$ cat config.mk
export PLATFORM = sky130hd
export DESIGN_NAME = iir_coeff_sched
export DESIGN_NICKNAME = d
export VERILOG_FILES = /design/src/rtl/iir_sched_pkg.sv /design/src/rtl/iir_ce_gen.sv /design/src/rtl/iir_coeff_sched.sv
export SDC_FILE = /design/constraint.sdc
export NUM_CORES = 1
export LEC_CHECK = 0
export BUFFER_PORTS_ARGS = -buffer_cell sky130_fd_sc_hd__buf_2
export CELL_PAD_IN_SITES_DETAIL_PLACEMENT = 0
export CELL_PAD_IN_SITES_GLOBAL_PLACEMENT = 1
export CORE_MARGIN = 4
export CORE_UTILIZATION = 37
export DETAILED_ROUTE_END_ITERATION = 8
export GPL_TIMING_DRIVEN = 0
export HOLD_SLACK_MARGIN = 0.02
export PLACE_DENSITY = 0.8
export RECOVER_POWER = 100
export SYNTH_ARGS = -nofsm -noshare
export SYNTH_HDL_FRONTEND = slang
export SYNTH_SLANG_ARGS = --single-unit
$ cat constraint.sdc
create_clock -name clk -period 2.8 [get_ports clk]
set_input_delay 0.28 -clock clk [delete_from_list [all_inputs] [get_ports clk]]
set_output_delay 0.28 -clock clk [all_outputs]
set_load 0.01 [all_outputs]
$ cat src/rtl/iir_sched_pkg.sv
// Shared constants and types for the IIR coefficient scheduler.
// Holds config addresses, field widths, FSM states and the bank layout.
package iir_sched_pkg;

    localparam int CX_W  = 40;
    localparam int CXS_W = 8;
    localparam int CY_W  = 24;

    localparam logic [2:0] ADDR_CX   = 3'd0;
    localparam logic [2:0] ADDR_CX0  = 3'd1;
    localparam logic [2:0] ADDR_CX1  = 3'd2;
    localparam logic [2:0] ADDR_CX2  = 3'd3;
    localparam logic [2:0] ADDR_CY0  = 3'd4;
    localparam logic [2:0] ADDR_CY1  = 3'd5;
    localparam logic [2:0] ADDR_CY2  = 3'd6;
    localparam logic [2:0] ADDR_RSVD = 3'd7;

    typedef enum logic [1:0] {
        IDLE,
        PENDING,
        APPLY
    } state_t;

    typedef struct packed {
        logic [CX_W-1:0]  cx;
        logic [CXS_W-1:0] cx0;
        logic [CXS_W-1:0] cx1;
        logic [CXS_W-1:0] cx2;
        logic [CY_W-1:0]  cy0;
        logic [CY_W-1:0]  cy1;
        logic [CY_W-1:0]  cy2;
    } coef_t;

endpackage

$ cat src/rtl/iir_ce_gen.sv
// Fractional-rate strobe generator: ce at (STEREO+1)*SAMPLE_RATE, sample_ce after each R ce.
// Ports: clk, reset (sync, active-high), en; outputs ce, sample_ce.
module iir_ce_gen #(
    parameter int unsigned CLK_RATE    = 24576000,
    parameter int unsigned SAMPLE_RATE = 48000,
    parameter int unsigned STEREO      = 1
) (
    input  logic clk,
    input  logic reset,
    input  logic en,
    output logic ce,
    output logic sample_ce
);

    localparam logic [31:0] INC  = 32'(SAMPLE_RATE * (STEREO + 1));
    localparam logic [31:0] WRAP = 32'(CLK_RATE);

    logic [31:0] acc;
    logic [31:0] sum;
    logic        wrap;
    logic        phase;
    logic        phase_eff;
    logic        sample_q;

    assign sum  = acc + INC;
    assign wrap = (sum >= WRAP);

    // Mono streams have no L/R split: every ce closes a frame.
    assign phase_eff = (STEREO != 0) ? phase : 1'b1;

    assign ce        = en & ~reset & wrap;
    assign sample_ce = en & ~reset & sample_q;

    always_ff @(posedge clk) begin
        if (reset) begin
            acc      <= '0;
            phase    <= 1'b0;
            sample_q <= 1'b0;
        end else if (!en) begin
            // Accumulator holds; the next frame restarts on L.
            phase    <= 1'b0;
            sample_q <= 1'b0;
        end else begin
            acc      <= wrap ? (sum - WRAP) : sum;
            sample_q <= wrap & phase_eff;
            if (wrap) begin
                phase <= ~phase;
            end
        end
    end

endmodule

$ cat src/rtl/iir_coeff_sched.sv
// IIR coefficient sequencer: shadow/active banks swapped on a frame boundary, plus strobes.
// Ports: clk, reset, en, cfg_we/addr/data/commit in; busy, commit_done, cfg_err, ce,
// sample_ce, filt_reset, cx, cx0..cx2, cy0..cy2 out. IIR_COEFF_SCHED_FLUSH_EN enables filt_reset.
module iir_coeff_sched
    import iir_sched_pkg::*;
#(
    parameter int unsigned CLK_RATE    = 24576000,
    parameter int unsigned SAMPLE_RATE = 48000,
    parameter int unsigned STEREO      = 1
) (
    input  logic        clk,
    input  logic        reset,
    input  logic        en,
    input  logic        cfg_we,
    input  logic [2:0]  cfg_addr,
    input  logic [39:0] cfg_data,
    input  logic        cfg_commit,
    output logic        busy,
    output logic        commit_done,
    output logic        cfg_err,
    output logic        ce,
    output logic        sample_ce,
    output logic        filt_reset,
    output logic [39:0] cx,
    output logic [7:0]  cx0,
    output logic [7:0]  cx1,
    output logic [7:0]  cx2,
    output logic [23:0] cy0,
    output logic [23:0] cy1,
    output logic [23:0] cy2
);

    state_t state;
    state_t state_nx;
    coef_t  shadow;
    coef_t  active;
    logic   idle;

    iir_ce_gen #(
        .CLK_RATE    (CLK_RATE),
        .SAMPLE_RATE (SAMPLE_RATE),
        .STEREO      (STEREO)
    ) u_ce_gen (
        .clk       (clk),
        .reset     (reset),
        .en        (en),
        .ce        (ce),
        .sample_ce (sample_ce)
    );

    assign idle = (state == IDLE);

    always_ff @(posedge clk) begin
        if (reset) begin
            state  <= IDLE;
            shadow <= '0;
            active <= '0;
        end else begin
            state <= state_nx;
            if (idle && cfg_we) begin
                case (cfg_addr)
                    ADDR_CX:  shadow.cx  <= cfg_data[CX_W-1:0];
                    ADDR_CX0: shadow.cx0 <= cfg_data[CXS_W-1:0];
                    ADDR_CX1: shadow.cx1 <= cfg_data[CXS_W-1:0];
                    ADDR_CX2: shadow.cx2 <= cfg_data[CXS_W-1:0];
                    ADDR_CY0: shadow.cy0 <= cfg_data[CY_W-1:0];
                    ADDR_CY1: shadow.cy1 <= cfg_data[CY_W-1:0];
                    ADDR_CY2: shadow.cy2 <= cfg_data[CY_W-1:0];
                    default:  ;
                endcase
            end
            if (state == APPLY) begin
                active <= shadow;
            end
        end
    end

    // Stopped strobes mean no frame is in flight, so apply at once.
    always_comb begin
        state_nx = state;
        unique case (state)
            IDLE:    if (cfg_commit) state_nx = PENDING;
            PENDING: if (sample_ce || !en) state_nx = APPLY;
            APPLY:   state_nx = IDLE;
            default: state_nx = IDLE;
        endcase
    end

    assign busy        = (state == PENDING);
    assign commit_done = (state == APPLY);
    assign cfg_err     = cfg_we & ~idle & ~reset;

`ifdef IIR_COEFF_SCHED_FLUSH_EN
    assign filt_reset = (state == APPLY);
`else
    assign filt_reset = 1'b0;
`endif

    assign cx  = active.cx;
    assign cx0 = active.cx0;
    assign cx1 = active.cx1;
    assign cx2 = active.cx2;
    assign cy0 = active.cy0;
    assign cy1 = active.cy1;
    assign cy2 = active.cy2;

endmodule
## After elaboration in Yosys (flattened, before gate mapping)

Cells that the tools add are included.

- Bits in registers: 308
- Bits of input ports: 48
- Output and inout port bits: 142
- Word-level logic and storage cells: 59

- $add $sub $neg: 2
- Magnitude comparators: 1
- Equal/unequal tests: 10
- Mux-type cells: 4
- Bitwise gates (word level): 10
- Reduce and logical (&&, ||, !) cells: 14

Operator list:

| cell | number |
|---|---|
| $add 32x17->32 const B | 1 |
| $ge 32x25->1 const B | 1 |
| $mux 32 | 1 |
| $sub 32x25->32 const B | 1 |
| $reduce_and 2->1 | 8 |
| $eq 3x3->1 const B | 3 |
| $and 1x1->1 | 6 |
| $eq 3x2->1 const B | 2 |
| $mux 2 | 2 |
| $not 1->1 | 4 |
| $pmux 2 s2 | 1 |
| $eq 3x1->1 const B | 1 |
| $logic_not 3->1 | 1 |
| $eq 2x1->1 const B | 1 |
| $eq 2x2->1 const B | 1 |
| $logic_not 2->1 | 1 |
| $ne 2x1->1 const B | 1 |
| $ne 2x2->1 const B | 1 |
| $reduce_or 2->1 | 1 |
| $logic_and 1x1->1 | 1 |
| $logic_not 1->1 | 1 |
| $logic_or 1x1->1 | 1 |

## Depth between registers and ports, before layout

Gate-level depths: netlist (run 1).

- Depth in word-level cells: 6
- Mapped depth: 12

## By module

From an unflattened synthesis (run 1), not the netlist that was laid out.

- Cells, all modules: 1,383
- Area, all modules: 12,405.6 µm²

By module, submodules not included:

| module | times used | cells an instance | area an instance (µm²) | sequential area each (µm²) |
|---|---|---|---|---|
| iir_coeff_sched | 1 | 1,097 | 10,114.7 | 5,485.3 |
| iir_ce_gen | 1 | 286 | 2,290.9 | 520.5 |

## Least setup slack after synthesis (run 1)

Ideal clock, no wire load.

- Kind: reg-to-reg
- From: reg u_ce_gen.acc[12]
- To: reg u_ce_gen.acc[27]
- Data arrival time: 2.513 ns
- Required time: 2.677 ns
- Setup slack: 0.163 ns
- Stages on the path, launching flop included: 11
- Buffers on the path: 1
- Clock period less this slack: 2.637 ns
- Cells stage by stage: dfxtp_1 > nor4_2 > a211o_2 > nor2_4 > or4_4 > a21oi_4 > and2_4 > buf_2 > o21ai_0 > a21oi_1 > mux2_1

- Word-level cells in the longest chain between the ends: 3

RTL lines:

| element | line | RTL |
|---|---|---|
| from (decl) | iir_ce_gen.sv:18 | `logic [31:0] acc;` |
| from (signal assigned) | iir_ce_gen.sv:44 | `acc <= wrap ? (sum - WRAP) : sum;` |
| $add 32x17->32 (*) | iir_ce_gen.sv:25 | `assign sum = acc + INC;` |
| $sub 32x25->32 / $ge 32x25->1 (equally long branches) | iir_ce_gen.sv:44, iir_ce_gen.sv:26 |  |
| $mux 32 (*) | iir_ce_gen.sv:44 |  |

Every way passes the cells marked *; elsewhere a longest branch is shown, timed or not.
A chain may end at the register's enable or synchronous reset.

## Worst setup path in the final report (run 1)

- From: reg u_ce_gen.acc[13]
- To: out ce

- Word-level cells in the longest chain between the ends: 3

RTL lines:

| element | line | RTL |
|---|---|---|
| $add 32x17->32 | iir_ce_gen.sv:25 |  |
| $ge 32x25->1 | iir_ce_gen.sv:26 | `assign wrap = (sum >= WRAP);` |
| $and 1x1->1 | iir_ce_gen.sv:31 | `assign ce = en & ~reset & wrap;` |
| to (decl) | iir_coeff_sched.sv:21 | `output logic ce,` |

No other way between the ends.

==> run summary, run 1 <==
The final worst-path cycle share is 112.0%. For the worst-skew pair later-pin latency, the log shows 0.51 ns. Global routing consumed, over all layers together, 20.71% of the routing resources.

The largest single stage delay on the critical path is 0.58 ns. In this run, the clock network consumes 37.8% of the power. The final worst slack was -0.3365 ns.

In the routed design, unresolved DRC markers number 0. The first routing iteration left 866 violations. The number of cells in the design after placement is 2038, and the number of flops mapped to enable cells by yosys is 0. The H-tree depth was 2.

After detailed routing, the number of vias per cell comes to 5.044. The final max-slew violation count is 0. TritonCTS built the clock tree. The post-CTS clock slew at the launch and capture registers of the worst setup and hold paths works out to 0.06 ns. The run gives 0.003189 W as the switching component of the power. The floorplan has 64 rows. The tools report the net count of the mapped netlist as 1503. On the critical path, the stage with the largest delay is an instance of sky130_fd_sc_hd__or4_4. For the relative contribution of combinational cells to total power, the log shows 21.7%. The number of max-capacitance violations reported came out at 0.

The filler-free cell count of the finished design came out at 2149. The checks that failed: setup timing. The maximum fanout encountered on the critical timing path came out at 5. The longest clock path from root to sink contains 3 buffers.

sky130_fd_sc_hd__nand2_1 is the most common cell in the netlist. The initial utilization of the core area, before any placement, comes to 37.51%. The congestion estimate from routability-driven global placement came to 0.8737.

Summing all non-filler instances in the final layout gives an area of 14670 sq um. Before CTS, the worst setup slack after placement is -0.2137 ns. The logs give 10.84k for the number of vias in the routed layout and 67 for the distinct cell type count after synthesis. The slack of the worst reg-to-reg path is -0.29 ns, and the chip height is 184.1 um. The logs give 190 for the count of boundary I/O pins and 12910 sq um for the instance area after placement. For the final hold violation count, the log shows 0. Cells with a size suffix above 1 make up 12.39% of the layout. Core area: 30590 sq um. The via count of the first global-routing pass was 10.08k. The synthesized area per cell came out at 7.891 sq um.

The cell sitting at the root of the clock tree is a sky130_fd_sc_hd__clkbuf_16. Largest net degree at the start of global routing: 14. For this block, the routed nets add up to 36.80 mm of wire.

Setup repair after global routing could not meet its margin everywhere. The kind of cell with the highest combined delay along the critical path is simple AND/OR/NAND/NOR gates. Counting both buffers and inverters, the worst setup path holds a total of 2. Global route total overflow: 0. The start-to-end type of the worst setup path was flip-flop to primary output. The run finished, with violations left. After synthesis, the most frequently instantiated cells are 528 x sky130_fd_sc_hd__nand2_1, 300 x sky130_fd_sc_hd__dfxtp_1, 264 x sky130_fd_sc_hd__a21oi_1, 85 x sky130_fd_sc_hd__clkbuf_1, 60 x sky130_fd_sc_hd__nor2_1.

Summing the sequential cell areas from Yosys gives 52.34% of the chip area. Setup violations remaining at the end of the flow were counted as 13. The switching power share of the total was 28.03%; the count of nets after finishing was 1779. In this run the cell area of the synthesized design comes to 11470 sq um. For this run, the number of Yosys warnings is 0.

The synthesized design devotes to its leading area cell type 52.34% of total area. In the synthesized netlist, the number of instances is 1454. The number of search-and-repair iterations in the first detailed-routing pass is 5.

Library cell appearing most often on the critical path: sky130_fd_sc_hd__buf_6. The share of total power dissipated in sequential elements is 40.5%. After synthesis, the share of flip-flops with an asynchronous set or reset is 0%.

The first global-routing pass estimated 55.37 mm of wire. Cell internal power was estimated by the tool at 0.008187 W. For the worst setup path, the data required time is 2.52 ns. The most used flip-flop cell after synthesis is sky130_fd_sc_hd__dfxtp_1.

After detailed routing, the average wire length per cell comes to 17.12 um. Timing would allow up to 0.3188 GHz. The die boundary width came out at 184.1 um.

The largest vdd supply drop is 0.5931 mV, and the clock period minus final worst setup slack is 3.137 ns. The tools report the number of sinks on the clock net as 300. The min-delay analysis places its worst path in the category primary input to flip-flop.

Summed over all cells, the static leakage comes to 5.088 nW. The layout has 3083 filler cells. Worst path arrival time: 2.86 ns. Buffers inserted during clock tree synthesis total 34. At the pin with the least slew margin, the transition time is 1.019 ns. The tightest slew margin relative to the limit came out at 31.43%.

Traced cell by cell, the critical path runs through or4_4 > a21oi_4 > or3_1 > nand4_1 > a21boi_2 > nand4_4 > buf_6 > and2_4 > buf_6. Once detail routing completed, the nets flagged for antenna violations numbered 0. The biggest area contributor in the post-synthesis netlist is sky130_fd_sc_hd__dfxtp_1. The run gives 33890 sq um as the die area. The power density over cell area is 775.7 nW/um^2, and the post-synthesis register bit count is 300. The area growth from synthesis to layout came out at 27.83%. STA classifies the critical path endpoint as a primary output. Nature of the critical path startpoint: a flip-flop. After legalization and detailed placement, the total HPWL measured 25.38 mm. The tools report the initial antenna violation count as 1. The total of buffers placed on input and output ports works out to 188. In the post-synthesis netlist, the biggest area contributors are sky130_fd_sc_hd__dfxtp_1 52%, sky130_fd_sc_hd__nand2_1 17%, sky130_fd_sc_hd__a21oi_1 12%, sky130_fd_sc_hd__clkbuf_1 2.8%, sky130_fd_sc_hd__mux2i_1 2.4%. Between clock sinks in the finished design, the worst skew comes to 0.01184 ns.
-- sequential cells by signal, indices dropped and copies added (netlist names), 8 cells and up --
signal        cells
cy2              24
cx               40
cx2               8
cy1              24
cx0               8
cy0              24
cx1               8
u_ce_gen.acc     24
shadow          136
-- through the flow --
stage	power [W]	util, %	setup TNS, ns	hold slack [ns]
floorplan	0.005673	-	0	0.4160
global placement	0.006079	42.20	-1.437	0.4380
detailed placement	0.006099	42.20	-1.515	0.4408
CTS	0.01092	47.46	-0.9784	0.02184
global route	0.01183	47.95	-3.825	0.04240
finish	0.01138	47.95	-2.716	0.02989
-- layer usage --
metal | vias to the layer above | share of wire (%) | track usage (%)
li1 | 5361 | - | -
met1 | 5065 | 43 | 27.09
met2 | 322 | 46 | 32.97
met3 | 92 | 6.7 | 4.362
met4 | 0 | 4.6 | 9.465
met5 | - | 0 | 0
-- cell type report --
class,instances,area [sq um],share of cell area [%]
diodes,1,2.502,0.01706
plain buffers,99,406.6,2.773
clock buffers,47,960.9,6.552
clock inverters,11,111.4,0.7593
inverters,10,37.54,0.2559
multi-input cells,1042,5354,36.50
flip-flops and latches,300,6032,41.13
well taps,396,495.5,3.378
repair buffers,243,1266,8.633
-- power groups by stage --
| stage | clock network (W) | logic [W] | registers (W) |
|---|---|---|---|
| global route | 0.00458 | 0.00263 | 0.00462 |
| global placement | 0 | 0.00144 | 0.00463 |
| floorplan | 0 | 0.00107 | 0.00460 |
| detailed placement | 0 | 0.00146 | 0.00464 |
| finish | 0.00430 | 0.00247 | 0.00460 |
| CTS | 0.00439 | 0.00196 | 0.00457 |
-- cells in the final DEF, fill, tap and decap left out, types with 4 or more instances in the layout --
cell and instances:
sky130_fd_sc_hd__buf_1 6, sky130_fd_sc_hd__clkinv_2 7, sky130_fd_sc_hd__buf_6 12, sky130_fd_sc_hd__dfxtp_2 6, sky130_fd_sc_hd__o21ai_1 5, sky130_fd_sc_hd__nand4_1 5, sky130_fd_sc_hd__a21oi_2 5, sky130_fd_sc_hd__a21o_1 6
sky130_fd_sc_hd__dfxtp_1 289, sky130_fd_sc_hd__a21oi_1 257, sky130_fd_sc_hd__nor2_1 58, sky130_fd_sc_hd__a31oi_1 4, sky130_fd_sc_hd__and3_1 6, sky130_fd_sc_hd__nand2_1 527, sky130_fd_sc_hd__buf_4 33, sky130_fd_sc_hd__a21oi_4 5
sky130_fd_sc_hd__dlygate4sd3_1 14, sky130_fd_sc_hd__o21ai_0 8, sky130_fd_sc_hd__nor3_1 6, sky130_fd_sc_hd__nor2b_1 9, sky130_fd_sc_hd__dfxtp_4 5, sky130_fd_sc_hd__xnor2_1 6, sky130_fd_sc_hd__buf_2 47, sky130_fd_sc_hd__o211ai_1 5
sky130_fd_sc_hd__inv_1 10, sky130_fd_sc_hd__clkbuf_16 35, sky130_fd_sc_hd__clkbuf_8 4, sky130_fd_sc_hd__xor2_1 4, sky130_fd_sc_hd__clkbuf_1 235, sky130_fd_sc_hd__mux2i_1 27, sky130_fd_sc_hd__or3_1 7, sky130_fd_sc_hd__nand3_1 9
-- worst reg2reg max path, cell delays in order (launching register included) --
cell	delay, ns
sky130_fd_sc_hd__dfxtp_4	0.35
sky130_fd_sc_hd__or4_4	0.58
sky130_fd_sc_hd__a21oi_4	0.28
sky130_fd_sc_hd__buf_6	0.16
sky130_fd_sc_hd__nor3_4	0.04
sky130_fd_sc_hd__o211ai_2	0.21
sky130_fd_sc_hd__a21oi_4	0.10
sky130_fd_sc_hd__buf_4	0.14
sky130_fd_sc_hd__buf_6	0.11
sky130_fd_sc_hd__and2_4	0.18
sky130_fd_sc_hd__or3_1	0.39
sky130_fd_sc_hd__a21oi_2	0.15
sky130_fd_sc_hd__mux2_4	0.31
-- path summary, 6_finish.rpt --
check                   start               end  cells past startpoint
max          u_ce_gen.acc[13]                ce                      9
min              cfg_data[37]       shadow[133]                      3
max reg2reg  u_ce_gen.acc[13]  u_ce_gen.acc[29]                     12
min reg2reg       shadow[104]             cx[8]                      2
-- repair_timing --
action                     in CTS  in global routing
resized for setup              48                 50
pin swaps                      25                 26
gates cloned                    0                  0
setup endpoints to repair      15                 18
buffers inserted               27                 16
hold buffers                   14                  0
hold endpoints to repair       14                  0
-- kinds of logic (layout without fill, tap and decap cells) --
family	Yosys count	after routing	share of synthesized area, %
flip-flops	300	300	52.34
adder cells (fa/ha/maj)	1	1	0.1090
multiplexers	31	31	2.748
AND/OR/NAND/NOR	671	671	24.01
buffers and inverters	112	410	3.762
AO/OA/AOI/OAI	325	325	15.93
other	1	2	0.03268
XOR/XNOR	13	13	1.058
Note: power is estimated with default switching activity, not from simulation.
==> run 2, diff against run 1 <==
--- a/config.mk
+++ b/config.mk
@@ -9,12 +9,14 @@
 export CELL_PAD_IN_SITES_DETAIL_PLACEMENT = 0
 export CELL_PAD_IN_SITES_GLOBAL_PLACEMENT = 1
 export CORE_MARGIN = 4
-export CORE_UTILIZATION = 37
+export CORE_UTILIZATION = 39
+export CTS_BUF_LIST = sky130_fd_sc_hd__clkbuf_4 sky130_fd_sc_hd__clkbuf_8
 export DETAILED_ROUTE_END_ITERATION = 8
 export GPL_TIMING_DRIVEN = 0
 export HOLD_SLACK_MARGIN = 0.02
-export PLACE_DENSITY = 0.8
+export PLACE_DENSITY = 0.84
 export RECOVER_POWER = 100
+export SKIP_CTS_REPAIR_TIMING = 1
 export SYNTH_ARGS = -nofsm -noshare
 export SYNTH_HDL_FRONTEND = slang
 export SYNTH_SLANG_ARGS = --single-unit
==> run 2 against run 1 <==
Against the previous run:
- clock power fell by 3%
- critical path depth is 1 higher
- die area shrank 4.9%
- critical path type unchanged
- register-to-register slack gained 0.08 ns
- the flow still finishes with violations (setup timing)
- non-clock buffer count rose by 8
==> run summary, run 2 (synthesis gave the netlist of run 1 again) <==
The first-pass GRT wire length was 54.74 mm. For the post-route cell area, the log shows 14630 sq um. The wire-length estimate of the detail-placed layout is 25.17 mm. After clock tree synthesis, the clock-pin slew on the worst setup and hold paths is 0.06 ns.

From synthesis to final layout, the design area changed by 27.55%. The final hold violation count is 0, and the hold-critical path depth is 3. Along the worst path, the maximum fanout reaches 8.

The tightest min-delay check is of the primary input to flip-flop type. Leaving out fill and tap cells, the most frequent cells in the layout are 528 x sky130_fd_sc_hd__nand2_1, 292 x sky130_fd_sc_hd__dfxtp_1, 258 x sky130_fd_sc_hd__a21oi_1. On the critical path, the stage with the largest delay is an instance of sky130_fd_sc_hd__or4_4. The worst-skew pair later-pin latency is 0.59 ns, and the chip height is 179.5 um. The run gives 1805 as the count of nets after finishing. The largest net degree at the start of global routing is 15. The start-to-end type of the worst setup path was flip-flop to primary output.

The tools report the number of design-rule violations left by the first detailed-router iteration as 761. The global route total overflow is 0. The run finished, with violations left. Die boundary width: 179.5 um. The tools report the root buffer cell as sky130_fd_sc_hd__clkbuf_8. The final reports fail on setup timing.

Across all register-to-register paths, the minimum setup slack is -0.21 ns. For the via count of the first global-routing pass, the log shows 10.06k. The detail route stage leaves a number of antenna-violating nets equal to 0. Setup violations remaining at the end of the flow were counted as 12.

The count of buffering cells on the critical path with inverters included was 3; the number of standard-cell rows in the floorplan was 62. The number of design rule violations left after detail routing was 0; the H-tree depth was 2. Across the run, the number of max-cap violations was 0. Power density over cell area: 748.8 nW/um^2. In the final layout, the share of cells above drive strength 1 is 12.94%. For the worst setup path, the data required time is 2.52 ns.

For this run, the share of the core covered by cells in the final layout is 50.71%. The worst path arrival time is 2.90 ns. The kind of capture point of the worst setup path is a primary output. Global-route total usage across every layer: 20.75%. The sink of the worst hold path was shadow[24]. The register with the most flip-flops in the layout has 136 of them. For this design the top-level I/O count stands at 190. The worst register-to-register path has a depth of 12.

In this run the critical register-to-register path is captured at u_ce_gen.acc[29]. The total of buffers placed on input and output ports is 188, and the die area is 32230 sq um. The core area came out at 28860 sq um.

The worst path uses 113.4% of the clock period. The number of vias per cell was 5.019; the number of sinks on the clock net was 300. The clock period minus final worst setup slack is 3.175 ns.

Register name with the most flops: shadow. Leaving out fill and tap cells, the most frequent cell in the layout is sky130_fd_sc_hd__nand2_1. The launching instance or port of the critical path was u_ce_gen.acc[16]. TritonCTS built the clock tree. The source of the worst register-to-register timing path was u_ce_gen.acc[16].

On the worst path, the slowest cell contributes a delay of 0.51 ns. Based on the critical path, the design can be clocked at up to 0.3149 GHz. Worst min-delay path startpoint: cfg_data[0]. Summing all placed instances gives a cell area of 12890 sq um. The worst setup path is launched from a flip-flop. Measured against its own limit, the worst slew margin works out to 22.82%. The largest registers in the layout are shadow: 136 flops, cx: 40 flops.

The final worst slack was -0.3751 ns. Setup repair after global routing could not meet its margin everywhere. No sink is reached through more buffers than the 3 on the longest clock path. For the pin with the worst max-slew slack, the measured transition is 1.147 ns.

After detailed routing, the average wire length per cell comes to 16.63 um. The number of search-and-repair iterations in the first detailed-routing pass is 6. The critical path goes through buf_4 > o211ai_1 > a211o_2 > nor2_4 > or4_4 > a21oi_4 > nand4_4 > buf_8 > and2_4 > buf_6.

After routing, the total negative slack on setup checks comes to -1.734 ns. The leakage dissipation is 5.138 nW, and the final max-slew violation count is 0. The largest clock skew in the final design is 0.03384 ns. The worst-case IR drop observed on VDD is 0.5206 mV.

The tools report the starting density of the core as 39.76%. After detailed routing, the total wire length is 36.21 mm. At the end of routability-driven placement, the weighted congestion stood at 0.8901. The run gives 0 as the initial antenna violation count.

The logs give 0 for the antenna cell count and 10.93k for the number of vias in the routed layout. The cell family with the largest share of critical-path delay was simple AND/OR/NAND/NOR gates. The clock buffer count from CTS came out at 51.
[run 2: cell count changes in the layout (fill, tap and decap cells not counted), sizes merged]
cell	previous run	this run
dlygate4sd3	14	32
diode	1	0
a21oi	267	268
buf	100	93
clkbuf	275	304
[run 2: power breakdown]
part | switching, W | leakage (nW) | internal [W] | total [W]
sequential | 0.000158 | 2.43 | 0.00442 | 0.00457
combinational | 0.00116 | 2.12 | 0.00103 | 0.00220
clock | 0.00177 | 0.587 | 0.00242 | 0.00419
[run 2: cell type report]
cell class                 count  area (sq um)
buffer                       100         410.4
clock buffer                  79         980.9
clock inverter                11         126.4
fill                        2868         14220
inverter                      10         37.54
multi-input combinational   1043          5254
sequential                   300          6023
tap                          384         480.5
timing repair buffer         250          1321
[run 2: worst register-to-register path: stages, from the launching register on]
cell                       delay [ns]
sky130_fd_sc_hd__dfxtp_4         0.40
sky130_fd_sc_hd__buf_4           0.12
sky130_fd_sc_hd__o211ai_1        0.13
sky130_fd_sc_hd__buf_4           0.18
sky130_fd_sc_hd__or2_4           0.28
sky130_fd_sc_hd__or3_1           0.35
sky130_fd_sc_hd__nand4_1         0.19
sky130_fd_sc_hd__a21boi_4        0.09
sky130_fd_sc_hd__buf_4           0.14
sky130_fd_sc_hd__and2_4          0.17
sky130_fd_sc_hd__or3_1           0.38
sky130_fd_sc_hd__a21oi_2         0.15
sky130_fd_sc_hd__mux2_4          0.31
[run 2: metrics by stage]
step           std cells  setup WS [ns]  power [W]  hold slack [ns]
2_1_floorplan       1454         0.1633   0.005673           0.4160
3_3_place_gp        2026        -0.2038   0.006058           0.4368
3_5_place_dp        2026        -0.2038   0.006088           0.4418
4_1_cts             2116        -0.6762    0.01027          -0.1011
5_1_grt             2177        -0.4534    0.01139          0.05258
6_report            2177        -0.3751    0.01096          0.07313
[run 2: how the worst max path moves through the flow]
stage                                  end  cells after the start
after CTS                               ce                      9
after floorplan           u_ce_gen.acc[27]                     10
final                                   ce                     10
after detailed placement  u_ce_gen.acc[27]                     10
after global placement    u_ce_gen.acc[27]                     10
after global routing                    ce                     11
[run 2: routing by layer]
metal	vias to the layer above	part of all wire, %	track usage [%]
met5	-	0	0
met4	0	3.0	7.315
li1	5426	-	-
met2	335	47	34.13
met1	5083	43	26.86
met3	83	6.5	4.810
